--- src/rtl/nnrv_wb.sv ---
// nnrv writeback stage: retires ALU/link/load results into the register file,
// extracts sub-word load data, flags the pending load rd and reports load faults.
module nnrv_wb #(
    parameter int XLEN = 32
) (
    input  logic            i_clk,
    input  logic            i_rst,
    input  logic            i_valid,
    output logic            o_ready,
    input  logic [1:0]      i_kind,
    input  logic            i_rd_en,
    input  logic [4:0]      i_rd,
    input  logic [XLEN-1:0] i_alu_res,
    input  logic [XLEN-1:0] i_pc,
    input  logic [2:0]      i_funct3,
    input  logic            i_mem_rvalid,
    input  logic [XLEN-1:0] i_mem_rdata,
    output logic            o_w_en,
    output logic [4:0]      o_w,
    output logic [XLEN-1:0] o_w_reg,
    output logic            o_pend_valid,
    output logic [4:0]      o_pend_rd,
    output logic            o_exc,
    output logic [XLEN-1:0] o_exc_pc,
    output logic [63:0]     o_instret
);

    typedef enum logic [0:0] {
        ST_IDLE     = 1'b0,
        ST_WAIT_MEM = 1'b1
    } state_e;

    localparam logic [1:0] KIND_ALU  = 2'b00;
    localparam logic [1:0] KIND_LOAD = 2'b01;
    localparam logic [1:0] KIND_LINK = 2'b10;
    localparam logic [1:0] KIND_RSVD = 2'b11;

    // Returns 1 when the funct3/byte-offset pair cannot be serviced as a load.
    function automatic logic load_illegal(input logic [2:0] f3, input logic [1:0] a);
        logic bad;
        case (f3)
            3'b000:  bad = 1'b0;
            3'b100:  bad = 1'b0;
            3'b001:  bad = a[0];
            3'b101:  bad = a[0];
            3'b010:  bad = (a != 2'd0);
            default: bad = 1'b1;
        endcase
        return bad;
    endfunction

    // Selects the addressed byte/halfword of an aligned word and extends it.
    function automatic logic [31:0] load_extract(input logic [2:0] f3, input logic [1:0] a,
                                                 input logic [31:0] d);
        logic [7:0]  b;
        logic [15:0] h;
        logic [31:0] r;
        case (a)
            2'd0:    b = d[7:0];
            2'd1:    b = d[15:8];
            2'd2:    b = d[23:16];
            2'd3:    b = d[31:24];
            default: b = 8'd0;
        endcase
        h = a[1] ? d[31:16] : d[15:0];
        case (f3)
            3'b000:  r = {{24{b[7]}}, b};
            3'b100:  r = {24'd0, b};
            3'b001:  r = {{16{h[15]}}, h};
            3'b101:  r = {16'd0, h};
            3'b010:  r = d;
            default: r = 32'd0;
        endcase
        return r;
    endfunction

    state_e          state_r;
    logic [4:0]      ld_rd_r;
    logic            ld_rd_en_r;
    logic [2:0]      ld_funct3_r;
    logic [1:0]      ld_addr_r;
    logic            retire_r;

    logic            accept_s;
    logic            exc_s;
    logic [XLEN-1:0] nonload_data_s;
    logic [XLEN-1:0] load_data_s;

    assign o_ready = (state_r == ST_IDLE);

    // Accept decode, fault detection and write-data selection for this cycle.
    always_comb begin
        accept_s       = i_valid && (state_r == ST_IDLE);
        nonload_data_s = {XLEN{1'b0}};
        exc_s          = 1'b0;
        case (i_kind)
            KIND_ALU:  nonload_data_s = i_alu_res;
            KIND_LINK: nonload_data_s = i_pc + XLEN'(32'd4);
            KIND_LOAD: exc_s = load_illegal(i_funct3, i_alu_res[1:0]);
            KIND_RSVD: exc_s = 1'b1;
            default:   exc_s = 1'b1;
        endcase
        load_data_s = load_extract(ld_funct3_r, ld_addr_r, i_mem_rdata);
    end

    // State machine with registered write port, pending-load flags, fault and retire count.
    always_ff @(posedge i_clk or posedge i_rst) begin
        if (i_rst) begin
            state_r      <= ST_IDLE;
            ld_rd_r      <= 5'd0;
            ld_rd_en_r   <= 1'b0;
            ld_funct3_r  <= 3'd0;
            ld_addr_r    <= 2'd0;
            retire_r     <= 1'b0;
            o_w_en       <= 1'b0;
            o_w          <= 5'd0;
            o_w_reg      <= {XLEN{1'b0}};
            o_pend_valid <= 1'b0;
            o_pend_rd    <= 5'd0;
            o_exc        <= 1'b0;
            o_exc_pc     <= {XLEN{1'b0}};
            o_instret    <= 64'd0;
        end else begin
            o_w_en    <= 1'b0;
            o_w       <= 5'd0;
            o_w_reg   <= {XLEN{1'b0}};
            o_exc     <= 1'b0;
            retire_r  <= 1'b0;
            // The count lags the write by one cycle because it follows retire_r.
            o_instret <= o_instret + {63'd0, retire_r};
            case (state_r)
                ST_IDLE: begin
                    if (accept_s) begin
                        if (exc_s) begin
                            o_exc    <= 1'b1;
                            o_exc_pc <= i_pc;
                        end else if (i_kind == KIND_LOAD) begin
                            state_r      <= ST_WAIT_MEM;
                            ld_rd_r      <= i_rd;
                            ld_rd_en_r   <= i_rd_en;
                            ld_funct3_r  <= i_funct3;
                            ld_addr_r    <= i_alu_res[1:0];
                            o_pend_valid <= 1'b1;
                            o_pend_rd    <= i_rd_en ? i_rd : 5'd0;
                        end else begin
                            retire_r <= 1'b1;
                            if (i_rd_en && (i_rd != 5'd0)) begin
                                o_w_en  <= 1'b1;
                                o_w     <= i_rd;
                                o_w_reg <= nonload_data_s;
                            end else begin
                                o_w_en  <= 1'b0;
                            end
                        end
                    end else begin
                        state_r <= ST_IDLE;
                    end
                end
                ST_WAIT_MEM: begin
                    if (i_mem_rvalid) begin
                        state_r      <= ST_IDLE;
                        o_pend_valid <= 1'b0;
                        o_pend_rd    <= 5'd0;
                        retire_r     <= 1'b1;
                        if (ld_rd_en_r && (ld_rd_r != 5'd0)) begin
                            o_w_en  <= 1'b1;
                            o_w     <= ld_rd_r;
                            o_w_reg <= load_data_s;
                        end else begin
                            o_w_en  <= 1'b0;
                        end
                    end else begin
                        state_r <= ST_WAIT_MEM;
                    end
                end
                default: begin
                    state_r      <= ST_IDLE;
                    o_pend_valid <= 1'b0;
                    o_pend_rd    <= 5'd0;
                end
            endcase
        end
    end

endmodule

--- config.mk ---
export PLATFORM = sky130hd
export DESIGN_NAME = nnrv_wb
export DESIGN_NICKNAME = d
export VERILOG_FILES = /design/src/rtl/nnrv_wb.sv
export SDC_FILE = /design/constraint.sdc
export NUM_CORES = 1
export LEC_CHECK = 0
export ABC_CLOCK_PERIOD_IN_PS = 5800
export CORE_AREA = 10 10 165 121
export DETAILED_ROUTE_END_ITERATION = 6
export DIE_AREA = 0 0 175 131
export GPL_ROUTABILITY_DRIVEN = 1
export PLACE_DENSITY = 0.76
export SYNTH_ARGS = -nofsm -noshare
export SYNTH_HDL_FRONTEND = slang
export SYNTH_SLANG_ARGS = --single-unit
--- constraint.sdc ---
create_clock -name i_clk -period 5.8 [get_ports i_clk]
set_clock_uncertainty 0.05 [all_clocks]
set_input_delay 1.16 -clock i_clk [delete_from_list [all_inputs] [get_ports i_clk]]
set_output_delay 1.16 -clock i_clk [all_outputs]
set_load 0.005 [all_outputs]
# Word-level counts from Yosys, hierarchy flattened
# Cells that the tools add are included.
# Widths: inputs -> output; s select.
word_totals:
  register_bits: 154
  inputBits: 111
  wordCells: 102
classes:
  n_eq_ne: 18
  n_reduce_logical: 15
  n_addsub: 2
  n_bitwise: 2
  mux: 51
op_table:
  columns: ["cell", "n"]
  rows:
  - ["$mux 32", 6]
  - ["$pmux 32 s5", 1]
  - ["$pmux 32 s2", 2]
  - ["$add 64x1->64", 1]
  - ["$mux 5", 11]
  - ["$add 32x3->32 const B", 1]
  - ["$pmux 8 s4", 1]
  - ["$mux 1", 21]
  - ["$pmux 5 s2", 2]
  - ["$mux 16", 1]
  - ["$eq 3x3->1 const B", 4]
  - ["$pmux 1 s2", 5]
  - ["$reduce_bool 5->1", 2]
  - ["$eq 2x2->1 const B", 4]
  - ["$reduce_and 4->1", 2]
  - ["$eq 3x1->1 const B", 2]
  - ["$eq 3x2->1 const B", 2]
  - ["$logic_not 3->1", 2]
  - ["$eq 2x1->1 const B", 2]
  - ["$logic_not 2->1", 2]
  - ["$ne 2x1->1 const B", 2]
  - ["$ne 2x2->1 const B", 2]
  - ["$reduce_or 2->1", 2]
  - ["$logic_and 1x1->1", 3]
  - ["other kinds (4)", 5]

# Logic depth before layout (Yosys ltp)
# Gate-level depths: netlist of run 1.
logic_depth:
  ltp_word: 7
  depth_mapped: 8
  depth_no_buf: 7

# Worst setup path after synthesis of run 1
# Ideal clock, no wire load.
synth_path:
  kind: "input -> register"
  from: "input port i_funct3[2]"
  to: "register ld_addr_r[0]"
  stages: 6
  t_arrival_ps: 2542
  setup_ps: 125
  n_path_buf: 2
  setup_slack_ps: 3084
  path_cell_list: "o31a_1 > o22a_1 > or3_1 > clkbuf_1 > clkbuf_1 > mux2_2"
synth_via:
  elab_chain_len: 6
  elab_cells_between_ends: 11
synth_lines:
  columns: ["element", "line_no", "text"]
  rows:
  - ["start: declaration", "15", "input logic [2:0] i_funct3,"]
  - ["$eq 3x3->1 (tied with other cells)", "41", "case (f3)"]
  - ["$reduce_or 2->1 (no line)", null, null]
  - ["$pmux 1 s3 *", "41", null]
  - ["$pmux 1 s2 *", "96", "case (i_kind)"]
  - ["$not 1->1 (no line) *", null, null]
  - ["$reduce_and 4->1 (no line) *", null, null]
  - ["end signal: assignment", "142", "ld_addr_r <= i_alu_res[1:0];"]
  - ["end: declaration", "81", "logic [1:0] ld_addr_r;"]
# Every way passes the cells marked *; elsewhere a longest branch is shown, timed or not.
# A chain may end at the register's enable or synchronous reset.

# Worst setup path in the final report of run 1
layout_path:
  from: "input port i_mem_rvalid"
  to: "register o_w_reg[28]"
layout_via:
  elab_chain_len: 2
layout_lines:
  columns: ["element", "line_no", "text"]
  rows:
  - ["start: declaration", "16", "input logic i_mem_rvalid,"]
  - ["$mux 32", "160", "if (i_mem_rvalid) begin"]
  - ["$pmux 32 s2", "131", "case (state_r)"]
  - ["end signal: assignment", "126", "o_w_reg <= {XLEN{1'b0}};"]
  - ["end signal: assignment", "150", "o_w_reg <= nonload_data_s;"]
  - ["end signal: assignment", "168", "o_w_reg <= load_data_s;"]
  - ["end: declaration", "20", "output logic [XLEN-1:0] o_w_reg,"]
# Every way passes these cells.

==> flow_summary.yaml, run 1 <==
worst_setup_path:
  rr_startpoint: "ld_rd_r[1]"
  crit_fanout: 17
  r2r_end: "o_w_reg[28]"
  path_buf_inv: 1
  cp-start-kind: "input pin"
  required_ns: 6.08
  r2r_cells: 5
  reg2reg_slack_ns: 3.06
  crit_chain: "clkdlybuf4s50_1 -> and3_1 -> o211ai_2 -> nor2_1 -> a22oi_1 -> o211ai_1"
  crit_family: "simple AND/OR/NAND/NOR gates"
  worstSetupPathType: "input pin to register"
  endpoint_kind: "register"
  critPathArrivalTime_ns: 3.83
  crit_slowest_cell: "nor2_1"
  slowest_delay_ns: 1.04
drt:
  firstDrtPassIters: 7
  drc: 0
  wl_mm: 25.3
  num_vias: 6551
  detail-route-antenna-nets: 0
  via_per_inst: 5.53
  routedWlPerCell_microns: 21.4
  first_iter_violations: 681
global_routing:
  met3_usage_pct: 8.83
  grtUsageTotal_pct: 21.5
  gr-usage-met1_pct: 27.9
  grt_max_degree: 67
  grt_pass1_vias: 6611
  grt_antenna_before_repair: 0
  grt_busiest_layer: "met2"
  overflow: 0
  grt_use_met2_pct: 32.4
  grt_pass1_wl_mm: 38.6
die:
  fp-row-count: 40
  die_y_microns: 131
  num_io_pins: 253
  dieArea_sq_um: 22900
  fp.coreArea_sq_um: 16800
  initial_utilization_pct: 44.9
  fp.dieW_microns: 175
yosys:
  synthMuxAreaShare_pct: 8.29
  synth-async-reset-ratio_pct: 100
  synth_top_cell_by_area: "dfrtp_1"
  yosys_warnings: 0
  synthDistinctLibCells: 55
  yosys.area_share.simple_pct: 17.1
  synth_seq_cells: 154
  synthCells: 691
  synth_compound_area_share_pct: 10.1
  synth_top_family_by_area: "simple AND/OR/NAND/NOR gates"
  synth-edff-count: 0
  syn_nets: 805
  ys.flop_type: "dfrtp_1"
  synthTopCellsByArea: "dfrtp_1 51%, mux2_2 6.0%, xor2_1 5.5%, xnor2_1 4.9%, nand2_1 2.9%"
  syn_area_per_cell_sq_um: 10.9
  synth_adder_area_share_pct: 0.498
  seq_area_frac_synth_pct: 51.1
  synth.cell_area_sq_um: 7540
  synth_top_area_share_pct: 51.1
  synth_xor_area_share_pct: 10.3
sta:
  finalCritPeriodShare_pct: 61.1
  hold_viol: 0
  max_freq_mhz: 282
  setup_tns_ns: 0
  rsz0062_at_grt: "no"
  period_needed_ns: 3.54
  tightest_slew_ns: 1.24
  maxSlewHeadroom_pct: 17.2
  setup_viol: 0
  drv_slew: 0
layout:
  final_nets: 1054
  diodes: 0
  syn2layout_area_growth_pct: 44.2
  largest_register_ffs: 64
  drive_gt1_share_pct: 11.1
  fill_cells: 1392
job:
  cap_violations: 0
min_path:
  worstHoldStart: "o_instret[63]"
  hold_end: "o_instret[63]"
  min_path_cells: 1
  hp-class: "register to register"
clock_tree:
  clk_pin_slew_worst_paths_ns: 0.06
  tritoncts: "built"
  clk_path_buf_depth: 2
  clk_latency_ns: 0.42
  cts_resized: 0
  cts_sinks: 154
  cts_max_level: 4
  cts_setup_buffers: 0
  cts_inserted_buffers: 17
  cts_root_buf: "clkbuf_16"
  cts-hold-fix-buffers: 0
pwr:
  p_per_area_nw_per_um2: 276
  ir_drop_mv: 0.207
  power_uw: 3000
  p_leak_uw: 0.00457
placement:
  place_hpwl_mm: 19.8
  routabilityCongestion: 0.881
  numPortBuffers: 252
status:
  status: "finished clean"
power by group:
group	switching, uW	total, uW	leakage (uW)	internal, uW
sequential	97.5	1280	0.00204	1180
clock	465	1110	0.000277	650
combinational	259	609	0.00226	349
final cells by class:
type	count	area, sq um	share of cell area [%]
Clock inverter	12	140	1.29
Multi-Input combinational cell	489	3510	32.2
Tap cell	231	289	2.66
Timing Repair Buffer	258	2570	23.6
Sequential cell	154	3850	35.4
Inverter	20	80.1	0.736
Clock buffer	20	447	4.10
metrics by stage:
| stage | cells | worst slack [ns] | hold WS [ns] | util, % | instance area, sq um |
|---|---|---|---|---|---|
| after floorplan | 691 | 0.440 | 0.393 | - | 7540 |
| after global placement | 1152 | 1.94 | 0.399 | 61.2 | 10300 |
| after detailed placement | 1152 | 1.82 | 0.411 | 61.2 | 10300 |
| after CTS | 1184 | 2.25 | 0.419 | 64.7 | 10900 |
| after global routing | 1184 | 2.08 | 0.444 | 64.7 | 10900 |
| final | 1184 | 2.26 | 0.417 | 64.7 | 10900 |
worst max-delay path by stage:
stage	startpoint	end	slack, ns	depth (start not counted)
floorplan	i_rst	ld_addr_r[0]	0.44	1
global placement	i_mem_rvalid	o_w_reg[18]	1.94	6
detailed placement	i_mem_rvalid	o_w_reg[28]	1.82	6
CTS	i_mem_rvalid	o_w_reg[28]	2.25	6
global route	i_mem_rvalid	o_w_reg[28]	2.08	6
finish	i_mem_rvalid	o_w_reg[28]	2.26	6
Yosys cell counts (3+ instances only):
cell      count
a22o_1        5
clkbuf_1     15
ha_1          3
and3_1        7
nand3_1      36
nor4_1        6
xnor2_1      42
a22oi_1      23
o21ai_1       3
o21ai_0      25
nand2b_1      3
nor4_2        4
or2_2         6
xor2_1       47
nor3_1       13
nand2_1      58
and2_1        3
o211ai_1     17
o22ai_1      14
mux2_2       40
nand4_1      31
nor3_2        5
buf_2        13
nor2_1       36
a21oi_1      14
mux2i_1      13
dfrtp_1     154
nor4_4        3
inv_1        20
metal layers:
layer,share of wire [%],up-vias
li1,-,3003
met1,44,3211
met2,45,295
met3,9.6,42
met4,2.1,0
met5,0,-
kinds of logic (layout without fill, tap and decap cells):
| logic type | Yosys count | count (layout) |
|---|---|---|
| simple gates | 228 | 228 |
| compound gates | 114 | 114 |
| fa+ha+maj | 3 | 3 |
| buf+inv | 48 | 310 |
| mux | 55 | 55 |
| flops | 154 | 154 |
| xor+xnor | 89 | 89 |
cells in the final DEF (no fill, tap or decap), types with 4 or more instances in the layout:
master,count
o22ai_1,14
xnor2_1,42
o21ai_0,25
or2_2,6
clkbuf_16,17
nor3_2,5
buf_4,6
mux2_2,40
xor2_1,47
clkinv_4,4
o211ai_1,17
nand3_1,36
nor2_1,36
nor3_1,13
nand4_1,31
nor4_2,4
and3_1,7
a22oi_1,23
clkdlybuf4s50_1,252
a21oi_1,14
a22o_1,5
mux2i_1,13
inv_1,19
nand2_1,58
dfrtp_1,154
nor4_1,6
Power figures use the tool's default switching activity.
==> inputs of run 2 (changes only) <==
ABC_CLOCK_PERIOD_IN_PS = 3600   (was 5800)
clock period = 3.6 ns   (was 5.8 ns; I/O delays follow)
==> run 2 against run 1 <==
Against the previous run: non-clock buffer count increased by 6; design area rose by 0.36%; clock power rose by 58%; critical path depth up 1; wire length is essentially flat; largest power group unchanged.
==> flow_summary.yaml, run 2 (synthesis gave the netlist of run 1 again) <==
drt:
  firstDrtPassIters: 5
  first_iter_violations: 653
  drc: 0
  wl_mm: 25.3
  detail-route-antenna-nets: 0
  num_vias: 6514
  routedWlPerCell_microns: 21.3
  via_per_inst: 5.48
global_routing:
  grt_max_degree: 155
  grt_antenna_before_repair: 0
  gr-usage-met1_pct: 29.6
  overflow: 0
  grt_pass1_wl_mm: 38.8
  met3_usage_pct: 8.51
  grt_busiest_layer: "met2"
  grt_pass1_vias: 6538
  grtUsageTotal_pct: 21.6
  grt_use_met2_pct: 31.1
layout:
  syn2layout_area_growth_pct: 44.8
  multi_input_area_sq_um: 3510
  final_nets: 1060
  layout_common_cells: "252 x clkdlybuf4s50_1, 154 x dfrtp_1, 58 x nand2_1"
  fill_cells: 1328
  largest_register_ffs: 64
  drive_gt1_share_pct: 11.5
  seq_area_sq_um: 3850
  final_common_cell: "clkdlybuf4s50_1"
sta:
  maxSlewHeadroom_pct: 43.2
  setup_tns_ns: 0
  hold_viol: 0
  fin_ws_ns: 0.966
  setup_viol: 0
  tightest_slew_ns: 0.852
  drv_slew: 0
  max_freq_mhz: 380
  period_needed_ns: 2.63
  finalCritPeriodShare_pct: 73.2
  rsz0062_at_grt: "no"
worst_setup_path:
  r2r_end: "o_instret[54]"
  critPathArrivalTime_ns: 2.92
  startpoint: "o_instret[0]"
  rr_startpoint: "o_instret[0]"
  endpoint: "o_instret[54]"
  required_ns: 3.89
  cp-start-kind: "register"
  crit_fanout: 8
  r2r_cells: 7
  worstSetupPathType: "register to register"
  reg2reg_slack_ns: 0.97
  endpoint_kind: "register"
clock_tree:
  cts_resized: 0
  tritoncts: "built"
  clk_pin_slew_worst_paths_ns: 0.06
  cts_root_buf: "clkbuf_16"
  cts-hold-fix-buffers: 0
  cts_max_level: 4
  clk_path_buf_depth: 2
  cts_setup_buffers: 0
  clk_latency_ns: 0.42
  cts_inserted_buffers: 17
  cts_sinks: 154
pwr:
  switchingPower_uw: 1290
  combPwrFrac_pct: 20.5
  p_leak_uw: 0.00460
  p_per_area_nw_per_um2: 439
  internal-power_uw: 3500
  power_uw: 4790
  sequentialPowerShare_pct: 43.1
  ir_drop_mv: 0.318
  power_switching_share_pct: 26.8
  power_frac_clock_pct: 36.4
die:
  initial_utilization_pct: 44.9
  die_y_microns: 131
  dieArea_sq_um: 22900
  fp-row-count: 40
  fp.coreArea_sq_um: 16800
  fp.dieW_microns: 175
  num_io_pins: 253
placement:
  numPortBuffers: 252
  routabilityCongestion: 0.901
  place_hpwl_mm: 19.5
  place_ws_ns: 0.656
min_path:
  hp-class: "register to register"
  worstHoldStart: "retire_r"
job:
  cap_violations: 0
status:
  status: "finished clean"
[run 2: power by group through the flow]
| stage | Sequential (uW) | Clock, uW | Combinational (uW) |
|---|---|---|---|
| after global routing | 2090 | 1830 | 1060 |
| after detailed placement | 2090 | 0 | 983 |
| final | 2060 | 1750 | 981 |
| after CTS | 2060 | 1770 | 991 |
| after global placement | 2080 | 0 | 969 |
| after floorplan | 2050 | 0 | 426 |
[run 2: how the worst min path moves through the flow]
stage | to | cells past startpoint
global placement | o_instret[0] | 1
global route | o_exc_pc[15] | 1
finish | o_instret[0] | 1
detailed placement | o_exc_pc[19] | 2
floorplan | o_instret[0] | 1
CTS | o_exc_pc[19] | 2
[run 2: critical path, stage by stage, from the launching register on]
cell     delay, ns
dfrtp_1       0.36
ha_1          0.27
ha_1          0.27
nand4_1       0.27
nor4_1        0.53
nand4_2       0.37
nor4_2        0.27
xor2_1        0.17
[run 2: final cells by class]
class / count / area share [%]
Timing Repair Buffer: 264 / 24.0
Clock buffer: 20 / 4.09
Tap cell: 231 / 2.65
Clock inverter: 10 / 1.10
Inverter: 20 / 0.722
Multi-Input combinational cell: 489 / 32.1
Antenna cell: 1 / 0.0229
Sequential cell: 154 / 35.3
[run 2: metrics by stage]
step / hold slack [ns] / utilization [%] / cell area [sq um] / instances
CTS: 0.439 / 64.9 / 10900 / 1188
floorplan: 0.393 / - / 7550 / 691
global placement: 0.398 / 61.6 / 10400 / 1158
finish: 0.436 / 64.9 / 10900 / 1189
global route: 0.463 / 64.9 / 10900 / 1188
detailed placement: 0.425 / 61.6 / 10400 / 1158
[run 2: routing by layer]
layer	wire length [microns]	vias up
li1	-	3009
met2	11200	268
met3	2450	28
met4	408	0
met5	0	-
met1	11300	3209
==> inputs of run 3 (changes only) <==
ABC_CLOCK_PERIOD_IN_PS = 2550   (was 3600)
clock period = 2.55 ns   (was 3.6 ns; I/O delays follow)
==> run 3 against run 2 <==
Against the previous run: clock power increased by 55%; flip-flop and latch count did not move; via count is 2.6% higher; sequential share of layout area fell by 1.5 points; cell count rose by 4.1%; total power rose by 48%; non-clock buffer count increased by 47; first-iteration DRC count grew 0.15%; worst setup slack got worse by 0.77 ns; utilization up 2.8 points; sequential power grew 40%; largest power group unchanged.
==> flow_summary.yaml, run 3 (synthesis gave the netlist of run 1 again) <==
layout:
  fin_area_sq_um: 11400
  drive_gt1_share_pct: 16.1
  layout_common_cells: "252 x clkdlybuf4s50_1, 154 x dfrtp_1, 58 x nand2_1"
  multi_input_area_sq_um: 3520
  largest_register_ffs: 64
  fill_cells: 1327
  final_nets: 1107
  seq_area_sq_um: 3850
  final_common_cell: "clkdlybuf4s50_1"
  syn2layout_area_growth_pct: 51.1
  fin_cells: 1238
drt:
  firstDrtPassIters: 5
  wl_met1_mm: 11.3
  wl_mm: 25.8
  wl_met3_mm: 2.65
  wl_met2_mm: 11.4
  num_vias: 6685
  routedWlPerCell_microns: 20.8
  first_iter_violations: 654
  detail-route-antenna-nets: 0
  topRoutingLayerUsed: "met4"
  via_per_inst: 5.40
  drc: 0
die:
  fp.coreArea_sq_um: 16800
  dieArea_sq_um: 22900
  die_y_microns: 131
  initial_utilization_pct: 44.9
  num_io_pins: 253
  fp.dieW_microns: 175
  fp-row-count: 40
sta:
  maxSlewHeadroom_pct: 42.7
  drv_slew: 0
  setup_viol: 0
  max_freq_mhz: 424
  tightest_slew_ns: 0.857
  period_needed_ns: 2.36
  setup_tns_ns: 0
  hold_ws_ns: 0.415
  rsz0062_at_grt: "no"
  finalCritPeriodShare_pct: 92.4
  hold_viol: 0
global_routing:
  grt_antenna_before_repair: 1
  grt_max_degree: 59
  overflow: 0
  grt_pass1_vias: 6757
  grt_pass1_wl_mm: 39.5
  grtUsageTotal_pct: 22.0
pwr:
  p_leak_uw: 0.00489
  power_switching_share_pct: 27.6
  p_per_area_nw_per_um2: 621
  ir_drop_mv: 0.392
  combPwrFrac_pct: 20.9
  power_frac_clock_pct: 38.5
  power_uw: 7080
  sequentialPowerShare_pct: 40.7
  internal-power_uw: 5130
  switchingPower_uw: 1950
job:
  cap_violations: 0
clock_tree:
  clk_latency_ns: 0.42
  cts-hold-fix-buffers: 0
  clk_pin_slew_worst_paths_ns: 0.07
  cts_sinks: 154
  cts_max_level: 4
  cts_root_buf: "clkbuf_16"
  tritoncts: "built"
  cts_inserted_buffers: 17
  clk_path_buf_depth: 2
worst_setup_path:
  startpoint: "o_instret[0]"
  crit_fanout: 8
  r2r_cells: 8
  endpoint_kind: "register"
  critPathArrivalTime_ns: 2.65
  worstSetupPathType: "register to register"
  reg2reg_slack_ns: 0.19
  required_ns: 2.84
  cp-start-kind: "register"
  r2r_end: "o_instret[54]"
  rr_startpoint: "o_instret[0]"
  endpoint: "o_instret[54]"
min_path:
  hp-class: "register to register"
status:
  status: "finished clean"
placement:
  routabilityCongestion: 0.900
  place_hpwl_mm: 20.3
  numPortBuffers: 252
  dpl.cell_count: 1203
  placed_area_sq_um: 10700
run 3: cell types whose count changed in the layout (fill, tap and decap cells not counted), sizes merged:
cell and change:
buf +47, inv +8, clkbuf -3, clkinv -2
clkinvlp -2, bufinv +1
run 3: layout make-up:
cell class,instances,area share [%]
Sequential cell,154,33.8
Timing Repair Buffer,311,26.6
Antenna cell,1,0.0220
Clock buffer,17,3.73
Tap cell,231,2.54
Inverter,20,0.692
Multi-Input combinational cell,489,30.9
Clock inverter,15,1.77
run 3: worst min-delay path by stage:
| stage | start | to | slack (ns) | cells past startpoint |
|---|---|---|---|---|
| 3_5_place_dp | o_instret[63] | o_instret[63] | 0.41 | 1 |
| 2_1_floorplan | retire_r | o_instret[0] | 0.39 | 1 |
| 5_1_grt | o_instret[63] | o_instret[63] | 0.43 | 1 |
| 6_report | o_instret[63] | o_instret[63] | 0.42 | 1 |
| 4_1_cts | o_instret[63] | o_instret[63] | 0.42 | 1 |
| 3_3_place_gp | retire_r | o_instret[0] | 0.40 | 1 |
run 3: what timing repair did:
action / in CTS / in global routing
setup buffers: 0 / 2
setup endpoints to repair: 15 / 8
cloned: 0 / 0
resized for setup: 1 / 1
run 3: metrics by stage:
step,setup slack [ns],util (%)
after floorplan,0.0451,-
after global placement,-0.491,63.9
after detailed placement,-0.509,63.9
after CTS,0.0426,67.6
after global routing,0.0237,67.8
final,0.194,67.8
run 3: power groups by stage:
stage	Sequential [uW]	Combinational (uW)	Clock, uW
global placement	2910	1470	0
floorplan	2900	601	0
CTS	2880	1490	2780
finish	2880	1480	2720
detailed placement	2920	1480	0
global route	2910	1600	2870
run 3: per-layer routing:
layer,track usage [%],vias up
li1,-,3110
met4,5.47,0
met3,9.29,28
met5,0,-
met2,32.8,295
met1,29.0,3252
run 3: worst max-delay path: stages, from the launching register on:
cell and delay (ns):
dfrtp_1 0.35, ha_1 0.25, ha_1 0.25, nand4_1 0.24, nor4_2 0.23, buf_4 0.17
nand4_2 0.28, nor4_2 0.27, xor2_1 0.19
